==> src/rtl/led_pkg.sv <==
// Shared definitions for the LED mode sequencer and its button front end.
package led_pkg;

    // LED mux select codes
    localparam logic [1:0] MODE_DICH00    = 2'b00;
    localparam logic [1:0] MODE_DICH01    = 2'b01;
    localparam logic [1:0] MODE_SANGDAN10 = 2'b10;
    localparam logic [1:0] MODE_SPARE11   = 2'b11;

    // Default timing for the board clock
    localparam int DEFAULT_DIV       = 25_000_000;
    localparam int DEFAULT_DWELL     = 16;
    localparam int DEFAULT_DB_CYCLES = 500_000;

    // Debouncer states: released, press pending, pressed, release pending
    typedef enum logic [1:0] {
        REL,
        PWAIT,
        PRESSED,
        RWAIT
    } db_state_t;

    // Result of searching for the next enabled mode
    typedef struct packed {
        logic       found;
        logic [1:0] mode;
    } next_mode_t;

    // First enabled mode after cur, in the order cur+1, cur+2, cur+3 (mod 4).
    // The current mode itself is never a candidate.
    function automatic next_mode_t next_mode(input logic [1:0] cur, input logic [3:0] en);
        next_mode_t r;
        logic [1:0] cand;
        r.found = 1'b0;
        r.mode  = cur;
        for (int k = 1; k < 4; k++) begin
            cand = cur + 2'(k);
            if (!r.found && en[cand]) begin
                r.found = 1'b1;
                r.mode  = cand;
            end
        end
        return r;
    endfunction

endpackage

==> src/rtl/btn_debounce.sv <==
// Push-button front end: 2-FF synchronizer followed by a debounce FSM.
// 'level' is the debounced button state, 'press' a one-clock pulse per new press.
module btn_debounce
    import led_pkg::*;
#(
    parameter int DB_CYCLES = DEFAULT_DB_CYCLES
) (
    input  logic clk,
    input  logic rst,
    input  logic btn,
    output logic level,
    output logic press
);

    localparam int CW = (DB_CYCLES > 1) ? $clog2(DB_CYCLES) : 1;
    localparam logic [CW-1:0] CNT_LAST = CW'(DB_CYCLES - 1);

    logic [1:0]    sync;
    logic          synced;
    db_state_t     state, state_next;
    logic [CW-1:0] cnt, cnt_next;
    logic          press_next;

    assign synced = sync[1];
    assign level  = (state == PRESSED) || (state == RWAIT);

    // Bring the raw button into the clock domain
    always_ff @(posedge clk or posedge rst) begin
        if (rst) begin
            sync <= 2'b00;
        end else begin
            sync <= {sync[0], btn};
        end
    end

    // State, stability counter and registered press pulse
    always_ff @(posedge clk or posedge rst) begin
        if (rst) begin
            state <= REL;
            cnt   <= '0;
            press <= 1'b0;
        end else begin
            state <= state_next;
            cnt   <= cnt_next;
            press <= press_next;
        end
    end

    // A level change needs the input stable for DB_CYCLES clocks in a wait state;
    // bouncing back during RWAIT returns to PRESSED without a second press
    always_comb begin
        state_next = state;
        cnt_next   = cnt;
        press_next = 1'b0;
        unique case (state)
            REL: begin
                if (synced) begin
                    state_next = PWAIT;
                    cnt_next   = '0;
                end
            end
            PWAIT: begin
                if (!synced) begin
                    state_next = REL;
                    cnt_next   = '0;
                end else if (cnt == CNT_LAST) begin
                    state_next = PRESSED;
                    cnt_next   = '0;
                    press_next = 1'b1;
                end else begin
                    cnt_next = cnt + CW'(1);
                end
            end
            PRESSED: begin
                if (!synced) begin
                    state_next = RWAIT;
                    cnt_next   = '0;
                end
            end
            RWAIT: begin
                if (synced) begin
                    state_next = PRESSED;
                    cnt_next   = '0;
                end else if (cnt == CNT_LAST) begin
                    state_next = REL;
                    cnt_next   = '0;
                end else begin
                    cnt_next = cnt + CW'(1);
                end
            end
            default: begin
                state_next = REL;
                cnt_next   = '0;
            end
        endcase
    end

endmodule

==> src/rtl/led_mode_sequencer.sv <==
// Mode select controller for the LED pattern mux: steps through enabled modes on
// a debounced button press or after a dwell time, and emits the frame step pulse.
module led_mode_sequencer
    import led_pkg::*;
#(
    parameter int DIV       = DEFAULT_DIV,
    parameter int DWELL     = DEFAULT_DWELL,
    parameter int DB_CYCLES = DEFAULT_DB_CYCLES
) (
    input  logic       clk,
    input  logic       rst,
    input  logic       btn_next,
    input  logic       auto_en,
    input  logic [3:0] mode_en,
    output logic [1:0] S,
    output logic       step,
    output logic       mode_chg
);

    localparam int PW = (DIV > 1) ? $clog2(DIV) : 1;
    localparam logic [PW-1:0] PRE_LAST = PW'(DIV - 1);
    localparam logic [PW-1:0] PRE_ARM  = PW'(DIV - 2);

    localparam int DW = (DWELL > 1) ? $clog2(DWELL) : 1;
    localparam logic [DW-1:0] DWELL_LAST = DW'(DWELL - 1);

    logic          press;
    logic [PW-1:0] pre_cnt;
    logic [DW-1:0] dwell;
    next_mode_t    nm;
    logic [3:0]    others;
    logic          forced;
    logic          expire;
    logic          advance;

    btn_debounce #(
        .DB_CYCLES (DB_CYCLES)
    ) u_btn (
        .clk   (clk),
        .rst   (rst),
        .btn   (btn_next),
        .level (),
        .press (press)
    );

    // Free-running prescaler; step is registered one count early so it is high
    // exactly while the count sits at DIV-1
    always_ff @(posedge clk or posedge rst) begin
        if (rst) begin
            pre_cnt <= '0;
            step    <= 1'b0;
        end else begin
            pre_cnt <= (pre_cnt == PRE_LAST) ? '0 : pre_cnt + PW'(1);
            step    <= (pre_cnt == PRE_ARM);
        end
    end

    // Advance request: press, dwell expiry, or sitting in a disabled mode while
    // another mode is available
    always_comb begin
        nm      = next_mode(S, mode_en);
        others  = mode_en & ~(4'b0001 << S);
        forced  = !mode_en[S] && (others != 4'b0000);
        expire  = auto_en && step && (dwell == DWELL_LAST);
        advance = press || expire || forced;
    end

    // Mode register, change pulse and dwell counter; an advance with no other
    // enabled mode still restarts the dwell but leaves S alone
    always_ff @(posedge clk or posedge rst) begin
        if (rst) begin
            S        <= MODE_DICH00;
            mode_chg <= 1'b0;
            dwell    <= '0;
        end else begin
            mode_chg <= 1'b0;
            if (advance) begin
                dwell <= '0;
                if (nm.found) begin
                    S        <= nm.mode;
                    mode_chg <= 1'b1;
                end
            end else if (!auto_en) begin
                dwell <= '0;
            end else if (step) begin
                dwell <= dwell + DW'(1);
            end
        end
    end

endmodule

==> config.mk <==
export PLATFORM = sky130hd
export DESIGN_NAME = led_mode_sequencer
export DESIGN_NICKNAME = d
export VERILOG_FILES = /design/src/rtl/led_pkg.sv /design/src/rtl/btn_debounce.sv /design/src/rtl/led_mode_sequencer.sv
export SDC_FILE = /design/constraint.sdc
export NUM_CORES = 1
export LEC_CHECK = 0
export BUFFER_PORTS_ARGS = -buffer_cell sky130_fd_sc_hd__buf_2
export CAP_MARGIN = 20
export CORE_MARGIN = 1.5
export CORE_UTILIZATION = 45
export CTS_CLUSTER_DIAMETER = 60
export CTS_CLUSTER_SIZE = 16
export DETAILED_ROUTE_END_ITERATION = 10
export GPL_ROUTABILITY_DRIVEN = 1
export SYNTH_ARGS = -nofsm -noshare
export SYNTH_HDL_FRONTEND = slang
export SYNTH_SLANG_ARGS = --single-unit
==> constraint.sdc <==
create_clock -name clk -period 7.1 [get_ports clk]
set_input_delay 0.71 -clock clk [delete_from_list [all_inputs] [get_ports clk]]
set_output_delay 0.71 -clock clk [all_outputs]
set_load 0.01 [all_outputs]
==> impl_metrics.env <==
export IMPL_status="finished clean"
export IMPL_worst_pin_slew_ns=0.815
export IMPL_rows=29
export IMPL_area_delta_synth_final_pct=11.9
export IMPL_synth_main_ff_cell="dfrtp_1"
export IMPL_synthTopCellsByArea="dfrtp_1 (46%), xor2_1 (6.3%), nor2_1 (3.8%)"
export IMPL_avgSynthCellArea_um2=10.1
export IMPL_drt_vias_per_instance=5.65
export IMPL_drc_errors=0
export IMPL_grt_pass1_vias=2251
export IMPL_routed_wirelength_um=5620
export IMPL_crit_fanout=11
export IMPL_hpwl_um=3780
export IMPL_total_power_mw=1.01
export IMPL_synth_top_area_frac=0.464
export IMPL_cts_htree_levels=3
export IMPL_cts_sinks=57
export IMPL_cp_end_kind="register"
export IMPL_vias=2282
export IMPL_synth_edff_count=0
export IMPL_overflow=0
export IMPL_place_congestion=0.814
export IMPL_cts_tree="done"
export IMPL_nets=338
export IMPL_cts_setup_buffers=0
export IMPL_clock_power_share=0.368
export IMPL_pwr_share_comb=0.251
export IMPL_fin_hold_ws_ns=0.354
export IMPL_drtIter0Drc=113
export IMPL_cts_hold_buffers=0
export IMPL_min_path_type="reg -> reg"
export IMPL_p_seq_frac=0.381
export IMPL_crit_type="reg -> reg"
export IMPL_die_height_um=85.7
export IMPL_fmax_mhz=413
export IMPL_critPathRequiredTime_ns=7.36
export IMPL_grt_max_degree=58
export IMPL_startpoint_type="register"
export IMPL_arrival_ns=2.68
export IMPL_setup_tns_ns=0
export IMPL_worstPathCellList="inv_1, ha_1, mux4_2, or2_1, nor3_1, o21ai_0, o21ai_1"
export IMPL_start_util=0.476
export IMPL_clock_latency_ns=0.33
export IMPL_yosysWarnings=0
export IMPL_antenna_found_initial=0
export IMPL_synthArstFlopShare=1.00
export IMPL_wl_per_cell_um=13.9
export IMPL_seq_area_frac_synth=0.464
export IMPL_hold_viol_final=0
export IMPL_p_leak_nw=1.52
export IMPL_die_x_um=85.7
export IMPL_slew_viol_final=0
export IMPL_drt_pass1_iterations=5
export IMPL_path_clk_slew_ns=0.07
export IMPL_port_buffers=11
export IMPL_setup_violations_final=0
export IMPL_final_util=0.533
export IMPL_yosysTopAreaCell="dfrtp_1"
export IMPL_yosys_register_bits=57
export IMPL_p_sw_uw=303
export IMPL_cp_slowest_cell="dfrtp_1"
export IMPL_fp_dieArea_um2=7340
export IMPL_layout_drive_gt1_share=0.144
export IMPL_syn_nets=321
export IMPL_cts_made_buffers=9
export IMPL_diodes=0
export IMPL_io_pins=12
export IMPL_finalCritPeriodShare=0.341
export IMPL_cts_resized_gates=0
export IMPL_period_minus_slack_ns=2.42
export IMPL_cts_buffer_depth=2
export IMPL_synthesis_instances=305
export IMPL_core_area_um2=6460
export IMPL_slowest_delay_ns=0.61
export IMPL_rsz0062_at_grt="no"
export IMPL_fillerInstances=598
export IMPL_relSlewSlack=0.453
export IMPL_ys_types=55
export IMPL_skew_ns=0.00527
export IMPL_grt_pass1_wl_um=10200
export IMPL_final_antenna_net_count=0
export IMPL_grt_usage=0.175
export IMPL_syn_area_um2=3080
export IMPL_swShare=0.301
export IMPL_max_vdd_ir_drop_mv=0.142
export IMPL_p_per_area_nw_per_um2=292
export IMPL_max_cap_viol_count=0
export IMPL_cts_root_buffer="clkbuf_8"
export IMPL_p_int_uw=703
-- layout by cell type (no fill, tap or decap), types with 2 or more instances in the layout --
cell type	count
nand4_2	2
a21oi_1	13
o21ai_1	4
and3_1	5
buf_4	2
nand3_1	18
dfrtp_1	57
inv_1	11
o21ai_0	5
nor2b_1	3
nand2b_1	9
nand2_1	24
nor4_1	4
bufinv_16	3
ha_1	8
nor3_1	5
o211ai_1	2
mux4_2	4
a31oi_1	12
xnor2_1	7
xor2_1	22
nor4_2	3
mux2i_1	3
and4_1	2
nand4_1	12
clkbuf_8	10
nor2_1	31
and2_1	4
buf_2	11
-- cells in the mapped netlist (5+ instances only) --
| library cell | count |
|---|---|
| nor3_1 | 5 |
| dfrtp_1 | 57 |
| xor2_1 | 22 |
| nor2_1 | 31 |
| inv_1 | 12 |
| and3_1 | 5 |
| nand3_1 | 18 |
| xnor2_1 | 7 |
| nand2_1 | 24 |
| o21ai_0 | 5 |
| a31oi_1 | 12 |
| a21oi_1 | 14 |
| nand4_1 | 12 |
| nand2b_1 | 9 |
| ha_1 | 8 |
-- state kept, by name (all words and copies together), names as in the netlist, named ones only --
name and flops:
u_btn.sync 2, S 2, dwell 4, step 1, mode_chg 1, u_btn.press 1
pre_cnt 25, u_btn.state 1, u_btn.cnt 19
-- worst max-delay path, delay by kind of cell (launching register included) --
kind	cells	cell delay (ns)
AOI/OAI and AO/OA	2	0.18
adders and majority gates	1	0.44
buffers and inverters	1	0.15
DFF	1	0.61
muxes	1	0.54
and+or+nand+nor	2	0.42
-- metal layers --
layer  part of all wire  track usage  vias up
li1                   -            -     1131
met1               0.48        0.227     1097
met2               0.46        0.276       46
met3              0.044       0.0587        8
met4              0.015       0.0616        0
met5                  0            0        -
-- cells by family (layout without fill, tap and decap cells) --
group | count (synthesis) | count (layout) | share of synthesized area
xor+xnor | 29 | 29 | 0.0826
fa+ha+maj | 8 | 8 | 0.0325
buf+inv | 19 | 41 | 0.0301
simple gates | 136 | 136 | 0.249
flops | 57 | 57 | 0.464
compound gates | 47 | 47 | 0.0956
mux | 9 | 9 | 0.0464
-- per-stage QoR --
step,setup WS [ns],cell area [um2],cells
6_report,4.68,3440,404
5_1_grt,4.52,3440,404
4_1_cts,4.65,3440,404
3_5_place_dp,4.67,3200,388
3_3_place_gp,4.73,3200,388
2_1_floorplan,4.65,3080,305
-- area by class of cell --
| type | instances | area, um2 | area share |
|---|---|---|---|
| inverters | 12 | 45.0 | 0.0131 |
| clock buffers | 11 | 141 | 0.0411 |
| well taps | 77 | 96.3 | 0.0280 |
| clock inverters | 5 | 103 | 0.0298 |
| multi-input cells | 229 | 1560 | 0.453 |
| flip-flops and latches | 57 | 1430 | 0.414 |
| repair buffers | 13 | 70.1 | 0.0204 |
-- final timing paths --
kind	from	endpoint	slack [ns]	depth (start not counted)
min in group asynchronous	rst	dwell[0]	0.57	3
hold reg to reg	u_btn.sync[0]	u_btn.sync[1]	0.35	0
setup / recovery	S[0]	S[1]	4.68	7
hold / removal	u_btn.sync[0]	u_btn.sync[1]	0.35	0
setup reg to reg	S[0]	S[1]	4.68	7
max in group asynchronous	rst	u_btn.cnt[16]	6.06	3
-- power groups by stage --
stage          clock network, mW  registers (mW)  logic (mW)
6_report                   0.370           0.383       0.253
3_5_place_dp                   0           0.389       0.252
3_3_place_gp                   0           0.388       0.250
5_1_grt                    0.397           0.389       0.288
4_1_cts                    0.382           0.383       0.253
2_1_floorplan                  0           0.380       0.218
No activity file was read; power rests on OpenSTA's default activity.
